## config.mk

```make
export PLATFORM = sky130hd
export DESIGN_NAME = ysyx_22050243_load_ctrl_flat
export DESIGN_NICKNAME = d
export VERILOG_FILES = /design/src/rtl/ysyx_22050243_pkg.sv /design/src/rtl/ysyx_22050243_load_ctrl_if.sv /design/src/rtl/ysyx_22050243_load_align.sv /design/src/rtl/ysyx_22050243_load_ctrl.sv /design/src/flat_wrapper.sv
export SDC_FILE = /design/constraint.sdc
export NUM_CORES = 1
export LEC_CHECK = 0
export CAP_MARGIN = 20
export CORE_ASPECT_RATIO = 0.9
export CORE_MARGIN = 2
export CORE_UTILIZATION = 45
export DETAILED_ROUTE_END_ITERATION = 7
export GPL_TIMING_DRIVEN = 0
export PLACE_DENSITY_LB_ADDON = 0.1
export SLEW_MARGIN = 20
export SYNTH_ARGS = -nofsm -noshare
export SYNTH_HDL_FRONTEND = slang
export SYNTH_SLANG_ARGS = --single-unit
```

## constraint.sdc

```tcl
create_clock -name clock -period 5.15 [get_ports clock]
set_input_delay 1.03 -clock clock [delete_from_list [all_inputs] [get_ports clock]]
set_output_delay 1.03 -clock clock [all_outputs]
set_load 0.02 [all_outputs]
```

## src/rtl/ysyx_22050243_pkg.sv

```systemverilog
// Shared constants and helpers for the ysyx_22050243 MEM-stage load path.
// Holds RV64 load funct3 encodings, load-controller states and bus response codes.
package ysyx_22050243_pkg;

    localparam logic [2:0] F3_LB  = 3'b000;
    localparam logic [2:0] F3_LH  = 3'b001;
    localparam logic [2:0] F3_LW  = 3'b010;
    localparam logic [2:0] F3_LD  = 3'b011;
    localparam logic [2:0] F3_LBU = 3'b100;
    localparam logic [2:0] F3_LHU = 3'b101;
    localparam logic [2:0] F3_LWU = 3'b110;

    localparam logic [1:0] RRESP_OKAY = 2'b00;

    typedef enum logic [1:0] {
        IDLE = 2'd0,
        AR   = 2'd1,
        R    = 2'd2,
        RESP = 2'd3
    } load_state_e;

    // High when the request can never reach the bus: funct3 111 or a misaligned access.
    function automatic logic load_bad(input logic [2:0] funct3, input logic [2:0] off);
        logic bad;
        case (funct3)
            F3_LB, F3_LBU: bad = 1'b0;
            F3_LH, F3_LHU: bad = off[0];
            F3_LW, F3_LWU: bad = |off[1:0];
            F3_LD:         bad = |off;
            default:       bad = 1'b1;
        endcase
        return bad;
    endfunction

endpackage

```

## src/rtl/ysyx_22050243_load_ctrl_if.sv

```systemverilog
// Pipeline request, data-memory read channel and writeback response of the load controller.
// The master modport is the controller side; the slave modport is its environment.
interface ysyx_22050243_load_ctrl_if #(
    parameter int unsigned ADDR_WIDTH = 32,
    parameter int unsigned DATA_WIDTH = 64
);
    logic                  req_valid_i;
    logic                  req_ready_o;
    logic [ADDR_WIDTH-1:0] req_addr_i;
    logic [2:0]            req_funct3_i;
    logic [4:0]            req_rd_i;

    logic                  mem_arvalid_o;
    logic                  mem_arready_i;
    logic [ADDR_WIDTH-1:0] mem_araddr_o;
    logic                  mem_rvalid_i;
    logic                  mem_rready_o;
    logic [DATA_WIDTH-1:0] mem_rdata_i;
    logic [1:0]            mem_rresp_i;

    logic                  resp_valid_o;
    logic                  resp_ready_i;
    logic [DATA_WIDTH-1:0] resp_data_o;
    logic [4:0]            resp_rd_o;
    logic                  resp_err_o;

    modport master (
        input  req_valid_i, req_addr_i, req_funct3_i, req_rd_i,
        output req_ready_o,
        output mem_arvalid_o, mem_araddr_o, mem_rready_o,
        input  mem_arready_i, mem_rvalid_i, mem_rdata_i, mem_rresp_i,
        output resp_valid_o, resp_data_o, resp_rd_o, resp_err_o,
        input  resp_ready_i
    );

    modport slave (
        output req_valid_i, req_addr_i, req_funct3_i, req_rd_i,
        input  req_ready_o,
        input  mem_arvalid_o, mem_araddr_o, mem_rready_o,
        output mem_arready_i, mem_rvalid_i, mem_rdata_i, mem_rresp_i,
        input  resp_valid_o, resp_data_o, resp_rd_o, resp_err_o,
        output resp_ready_i
    );

endinterface

```

## src/rtl/ysyx_22050243_load_align.sv

```systemverilog
// Combinational load aligner: shifts the addressed bytes of an 8-byte beat down to bit 0
// and sign- or zero-extends them to 64 bits according to funct3.
module ysyx_22050243_load_align
    import ysyx_22050243_pkg::*;
(
    input  logic [63:0] rdata,
    input  logic [2:0]  off,
    input  logic [2:0]  funct3,
    output logic [63:0] data
);

    logic [63:0] shifted;

    always_comb begin
        shifted = rdata >> {off, 3'b000};
        case (funct3)
            F3_LB:   data = {{56{shifted[7]}}, shifted[7:0]};
            F3_LH:   data = {{48{shifted[15]}}, shifted[15:0]};
            F3_LW:   data = {{32{shifted[31]}}, shifted[31:0]};
            F3_LD:   data = shifted;
            F3_LBU:  data = {56'd0, shifted[7:0]};
            F3_LHU:  data = {48'd0, shifted[15:0]};
            F3_LWU:  data = {32'd0, shifted[31:0]};
            default: data = 64'd0;
        endcase
    end

endmodule

```

## src/rtl/ysyx_22050243_load_ctrl.sv

```systemverilog
// MEM-stage load controller: accepts one load, issues a single aligned 64-bit read,
// aligns/extends the returned beat and hands it to writeback with error reporting.
module ysyx_22050243_load_ctrl
    import ysyx_22050243_pkg::*;
#(
    parameter int unsigned ADDR_WIDTH = 32,
    parameter int unsigned DATA_WIDTH = 64
) (
    input logic                        clock,
    input logic                        reset,
    ysyx_22050243_load_ctrl_if.master  bus
);

    load_state_e           state_q, state_d;
    logic [ADDR_WIDTH-1:0] addr_q, addr_d;
    logic [2:0]            funct3_q, funct3_d;
    logic [4:0]            rd_q, rd_d;
    logic [DATA_WIDTH-1:0] data_q, data_d;
    logic                  err_q, err_d;
    logic [63:0]           align_data;

    ysyx_22050243_load_align u_align (
        .rdata  (bus.mem_rdata_i),
        .off    (addr_q[2:0]),
        .funct3 (funct3_q),
        .data   (align_data)
    );

    always_ff @(posedge clock or posedge reset) begin
        if (reset) begin
            state_q  <= IDLE;
            addr_q   <= '0;
            funct3_q <= '0;
            rd_q     <= '0;
            data_q   <= '0;
            err_q    <= 1'b0;
        end else begin
            state_q  <= state_d;
            addr_q   <= addr_d;
            funct3_q <= funct3_d;
            rd_q     <= rd_d;
            data_q   <= data_d;
            err_q    <= err_d;
        end
    end

    always_comb begin
        state_d  = state_q;
        addr_d   = addr_q;
        funct3_d = funct3_q;
        rd_d     = rd_q;
        data_d   = data_q;
        err_d    = err_q;
        case (state_q)
            IDLE: begin
                if (bus.req_valid_i) begin
                    addr_d   = bus.req_addr_i;
                    funct3_d = bus.req_funct3_i;
                    rd_d     = bus.req_rd_i;
                    err_d    = 1'b0;
                    // Rejected loads skip the bus and answer straight away with zero data.
                    if (load_bad(bus.req_funct3_i, bus.req_addr_i[2:0])) begin
                        data_d  = '0;
                        err_d   = 1'b1;
                        state_d = RESP;
                    end else begin
                        state_d = AR;
                    end
                end
            end
            AR: begin
                if (bus.mem_arready_i) state_d = R;
            end
            R: begin
                if (bus.mem_rvalid_i) begin
                    data_d  = align_data;
                    err_d   = (bus.mem_rresp_i != RRESP_OKAY);
                    state_d = RESP;
                end
            end
            RESP: begin
                if (bus.resp_ready_i) state_d = IDLE;
            end
            default: state_d = IDLE;
        endcase
    end

    // Ready is masked by reset so it reads 0 while reset is held.
    assign bus.req_ready_o   = (state_q == IDLE) && !reset;
    assign bus.mem_arvalid_o = (state_q == AR);
    assign bus.mem_araddr_o  = {addr_q[ADDR_WIDTH-1:3], 3'b000};
    assign bus.mem_rready_o  = (state_q == R);
    assign bus.resp_valid_o  = (state_q == RESP);
    assign bus.resp_data_o   = data_q;
    assign bus.resp_rd_o     = rd_q;
    assign bus.resp_err_o    = err_q;

endmodule

```

## src/flat_wrapper.sv

```systemverilog
// flat-port wrapper written by rule: the top's interface ports become plain ports
module ysyx_22050243_load_ctrl_flat import ysyx_22050243_pkg::*;
#(
    parameter int unsigned ADDR_WIDTH = 32,
    parameter int unsigned DATA_WIDTH = 64
)
  (clock, reset, bus_req_valid_i, bus_req_addr_i, bus_req_funct3_i, bus_req_rd_i, bus_req_ready_o, bus_mem_arvalid_o, bus_mem_araddr_o, bus_mem_rready_o, bus_mem_arready_i, bus_mem_rvalid_i, bus_mem_rdata_i, bus_mem_rresp_i, bus_resp_valid_o, bus_resp_data_o, bus_resp_rd_o, bus_resp_err_o, bus_resp_ready_i);
  ysyx_22050243_load_ctrl_if #(.ADDR_WIDTH(ADDR_WIDTH), .DATA_WIDTH(DATA_WIDTH)) bus_i ();
  input logic clock;
  input logic reset;
  input wire logic [$bits(bus_i.req_valid_i)-1:0] bus_req_valid_i;
  input wire logic [$bits(bus_i.req_addr_i)-1:0] bus_req_addr_i;
  input wire logic [$bits(bus_i.req_funct3_i)-1:0] bus_req_funct3_i;
  input wire logic [$bits(bus_i.req_rd_i)-1:0] bus_req_rd_i;
  output wire logic [$bits(bus_i.req_ready_o)-1:0] bus_req_ready_o;
  output wire logic [$bits(bus_i.mem_arvalid_o)-1:0] bus_mem_arvalid_o;
  output wire logic [$bits(bus_i.mem_araddr_o)-1:0] bus_mem_araddr_o;
  output wire logic [$bits(bus_i.mem_rready_o)-1:0] bus_mem_rready_o;
  input wire logic [$bits(bus_i.mem_arready_i)-1:0] bus_mem_arready_i;
  input wire logic [$bits(bus_i.mem_rvalid_i)-1:0] bus_mem_rvalid_i;
  input wire logic [$bits(bus_i.mem_rdata_i)-1:0] bus_mem_rdata_i;
  input wire logic [$bits(bus_i.mem_rresp_i)-1:0] bus_mem_rresp_i;
  output wire logic [$bits(bus_i.resp_valid_o)-1:0] bus_resp_valid_o;
  output wire logic [$bits(bus_i.resp_data_o)-1:0] bus_resp_data_o;
  output wire logic [$bits(bus_i.resp_rd_o)-1:0] bus_resp_rd_o;
  output wire logic [$bits(bus_i.resp_err_o)-1:0] bus_resp_err_o;
  input wire logic [$bits(bus_i.resp_ready_i)-1:0] bus_resp_ready_i;
  assign bus_i.req_valid_i = bus_req_valid_i;
  assign bus_i.req_addr_i = bus_req_addr_i;
  assign bus_i.req_funct3_i = bus_req_funct3_i;
  assign bus_i.req_rd_i = bus_req_rd_i;
  assign bus_req_ready_o = bus_i.req_ready_o;
  assign bus_mem_arvalid_o = bus_i.mem_arvalid_o;
  assign bus_mem_araddr_o = bus_i.mem_araddr_o;
  assign bus_mem_rready_o = bus_i.mem_rready_o;
  assign bus_i.mem_arready_i = bus_mem_arready_i;
  assign bus_i.mem_rvalid_i = bus_mem_rvalid_i;
  assign bus_i.mem_rdata_i = bus_mem_rdata_i;
  assign bus_i.mem_rresp_i = bus_mem_rresp_i;
  assign bus_resp_valid_o = bus_i.resp_valid_o;
  assign bus_resp_data_o = bus_i.resp_data_o;
  assign bus_resp_rd_o = bus_i.resp_rd_o;
  assign bus_resp_err_o = bus_i.resp_err_o;
  assign bus_i.resp_ready_i = bus_resp_ready_i;
  ysyx_22050243_load_ctrl #(.ADDR_WIDTH(ADDR_WIDTH), .DATA_WIDTH(DATA_WIDTH)) u_core (.clock(clock), .reset(reset), .bus(bus_i));
endmodule
```

==> out/qor.yml <==
status: "finished clean"
clock-skew-final_ps: 11.03
drive_above_1_share: 0.1687
postCtsHoldBufs: 0
ys_types: 43
port-buffer-count: 214
critPathMaxFanout: 2
routed_wirelength_um: 21200
grt_pass1_wl_um: 32230
crit_top_cell: "clkdlybuf4s50_1"
synthArstFlopShare: 1.000
ys.flop_type: "dfrtp_1"
hold_viol: 0
grt_setup_unrepaired: "false"
cts_buffer_depth: 2
grt_use_total: 0.2902
synth_top_area_share: 0.4294
synth_seq_cells: 107
cp-end-kind: "output pin"
leakagePower_nw: 3.892
first_iter_violations: 388
vias_per_cell: 5.737
cts_sinks: 107
fin_nets: 917
grt_pass1_vias: 5596
setup_viol: 0
vias: 5588
syn_area_mm2: 0.006236
cp.arrival_ps: 2260
antenna_found_initial: 0
io_pins: 218
multiInputGateArea_mm2: 0.003083
fin_crit_sh: 0.6389
grt_max_degree: 64
design.core.area_mm2: 0.01346
crit_path_max_incr_delay_ps: 610
slew_headroom: 0.3240
ir_worst_vdd_uv: 319.0
power_mw: 5.751
cts_setup_buffers: 0
crit_type: "input port to output pin"
powerDensity_mw_per_mm2: 643.9
ant_nets: 0
critPathBufInv: 2
n_antenna_cell: 0
hold_path_class: "register to register"
critPathRequiredTime_ps: 4120
p_switching_mw: 2.455
place_ws_ps: 1734
cap_viol_max_count: 0
post_cts_resized: 0
crit_family: "buffers and inverters"
htreeDepth: 3
gp_congestion: 0.9674
synth_area_leader_cell: "dfrtp_1"
switching_share: 0.4269
dieArea_mm2: 0.01482
setup_ws_ps: 1860
slowest_stage: "clkdlybuf4s50_1"
area_growth_pct: 43.22
fillers: 1058
syn_inst: 573
root_buffer: "clkbuf_16"
die_x_um: 128.1
combPwrFrac: 0.627
synth_edf_count: 0
grt_overflow: 0
drtPass1Iterations: 5
cp-start-kind: "input port"
floorplan.die.height_um: 115.7
fmax_mhz: 303.9
avgRoutedWirePerCell_um: 21.76
layout_min_cycle_time_ps: 3290
synth_seq_area_share: 0.4294
maxSlewViolCount: 0
initial_core_util: 0.4632
drc: 0
cts_buffers: 9
clockPowerShare: 0.123
seqPwrFrac: 0.249
internal_power_mw: 3.295
hpwlAfterDp_um: 16460
syn_area_per_cell_um2: 10.88
tritoncts: "done"
clock_latency_ps: 360
path_clk_slew_ps: 70
std_cell_rows: 40
yosys_warnings: 0
worst_pin_slew_ps: 1006
synth_area_leaders: "dfrtp_1 43%, mux2_2 9.8%, mux2i_1 7.4%"
regArea_mm2: 0.002678
crit_chain: "clkdlybuf4s50_1 -> nor2b_1 -> clkdlybuf4s50_1"
logic make-up (layout without fill, tap and decap cells):
group,after synthesis,in the layout,synth area share
AND/OR/NAND/NOR,122,122,0.09490
AO/OA/AOI/OAI,145,145,0.1786
adder cells (fa/ha/maj),4,4,0.008026
flip-flops,107,107,0.4294
buffers and inverters,83,314,0.07745
multiplexers,111,111,0.2111
other,1,3,0.0006013
Yosys cell counts (all sizes together) (2+ instances only):
library cell / number
a221o: 42
and3: 2
dfrtp: 107
nand4: 2
a31oi: 6
a211o: 14
nor2: 35
nor3: 4
nand2: 33
ha: 4
clkbuf: 26
o21ai: 30
o211ai: 2
mux2: 54
nand3: 6
inv: 6
or2: 2
and2: 2
mux2i: 46
buf: 51
nand2b: 10
a21boi: 2
mux4: 11
nor2b: 22
a211oi: 21
o21a: 2
a21oi: 20
metal layers:
metal	track usage	wire, um	part of all wire
met4	0.09304	433	0.020
met2	0.4506	9743	0.46
met5	0	0	0
met1	0.4064	9121	0.43
met3	0.06741	1900	0.090
metrics by stage:
| stage | hold WS, ps | cells | setup TNS [ps] | util | instance area (um2) |
|---|---|---|---|---|---|
| CTS | 490.4 | 974 | 0 | 0.6634 | 8931 |
| floorplan | 480.7 | 575 | 0 | - | 6243 |
| global placement | 468.2 | 957 | -13740 | 0.6385 | 8596 |
| detailed placement | 473.4 | 958 | 0 | 0.6409 | 8628 |
| global route | 516.6 | 974 | 0 | 0.6634 | 8931 |
| finish | 485.7 | 974 | 0 | 0.6634 | 8931 |
worst paths after layout:
check                                          start                         end  slack [ps]  depth (start not counted)
max                                            reset             bus_req_ready_o        1860                          3
min                        u_core.bus.resp_data_o[7]   u_core.bus.resp_data_o[7]         490                          2
max reg2reg                        u_core.state_q[0]  u_core.bus.resp_data_o[33]        2580                          7
min reg2reg                u_core.bus.resp_data_o[7]   u_core.bus.resp_data_o[7]         490                          2
max in group asynchronous                      reset  u_core.bus.resp_data_o[34]        3430                          3
min in group asynchronous                      reset           u_core.state_q[0]        1080                          2
power by group through the flow:
stage / clock network (mW) / registers, mW / logic [mW]
5_1_grt: 0.760 / 1.48 / 3.84
2_1_floorplan: 0 / 1.67 / 1.96
4_1_cts: 0.726 / 1.43 / 3.59
3_3_place_gp: 0 / 1.42 / 3.53
3_5_place_dp: 0 / 1.44 / 3.57
6_report: 0.709 / 1.43 / 3.61
flip-flops by register name (all words and copies together) (netlist names):
signal and count:
u_core.bus.resp_data_o 64, u_core.addr_q 32, u_core.bus.resp_rd_o 5, u_core.funct3_q 3
u_core.state_q 2, u_core.bus.resp_err_o 1
layout make-up:
class	count	share of cell area
multi-input combinational	385	0.3452
sequential	107	0.2998
timing repair buffer	215	0.2429
buffer	77	0.05156
clock buffer	9	0.02522
tap	168	0.02354
clock inverter	7	0.008686
inverter	6	0.003082
tightest hold or removal path, cell delays in order (launching register included):
cell	delay, ps
dfrtp_1	350
nand2_1	50
o21ai_0	60
layout by cell type (no fill, tap or decap), types with 6 or more instances in the layout:
cell / n
nor2_1: 35
mux4_2: 11
clkdlybuf4s50_1: 214
buf_2: 11
nand3_1: 6
dfrtp_1: 107
clkbuf_1: 26
a221o_1: 42
nand2_1: 33
nor2b_1: 22
o21ai_0: 30
a211o_1: 14
a21oi_1: 19
mux2_2: 54
mux2i_1: 46
a211oi_1: 21
nand2b_1: 10
clkbuf_16: 9
buf_4: 32
Power figures use the tool's default switching activity.
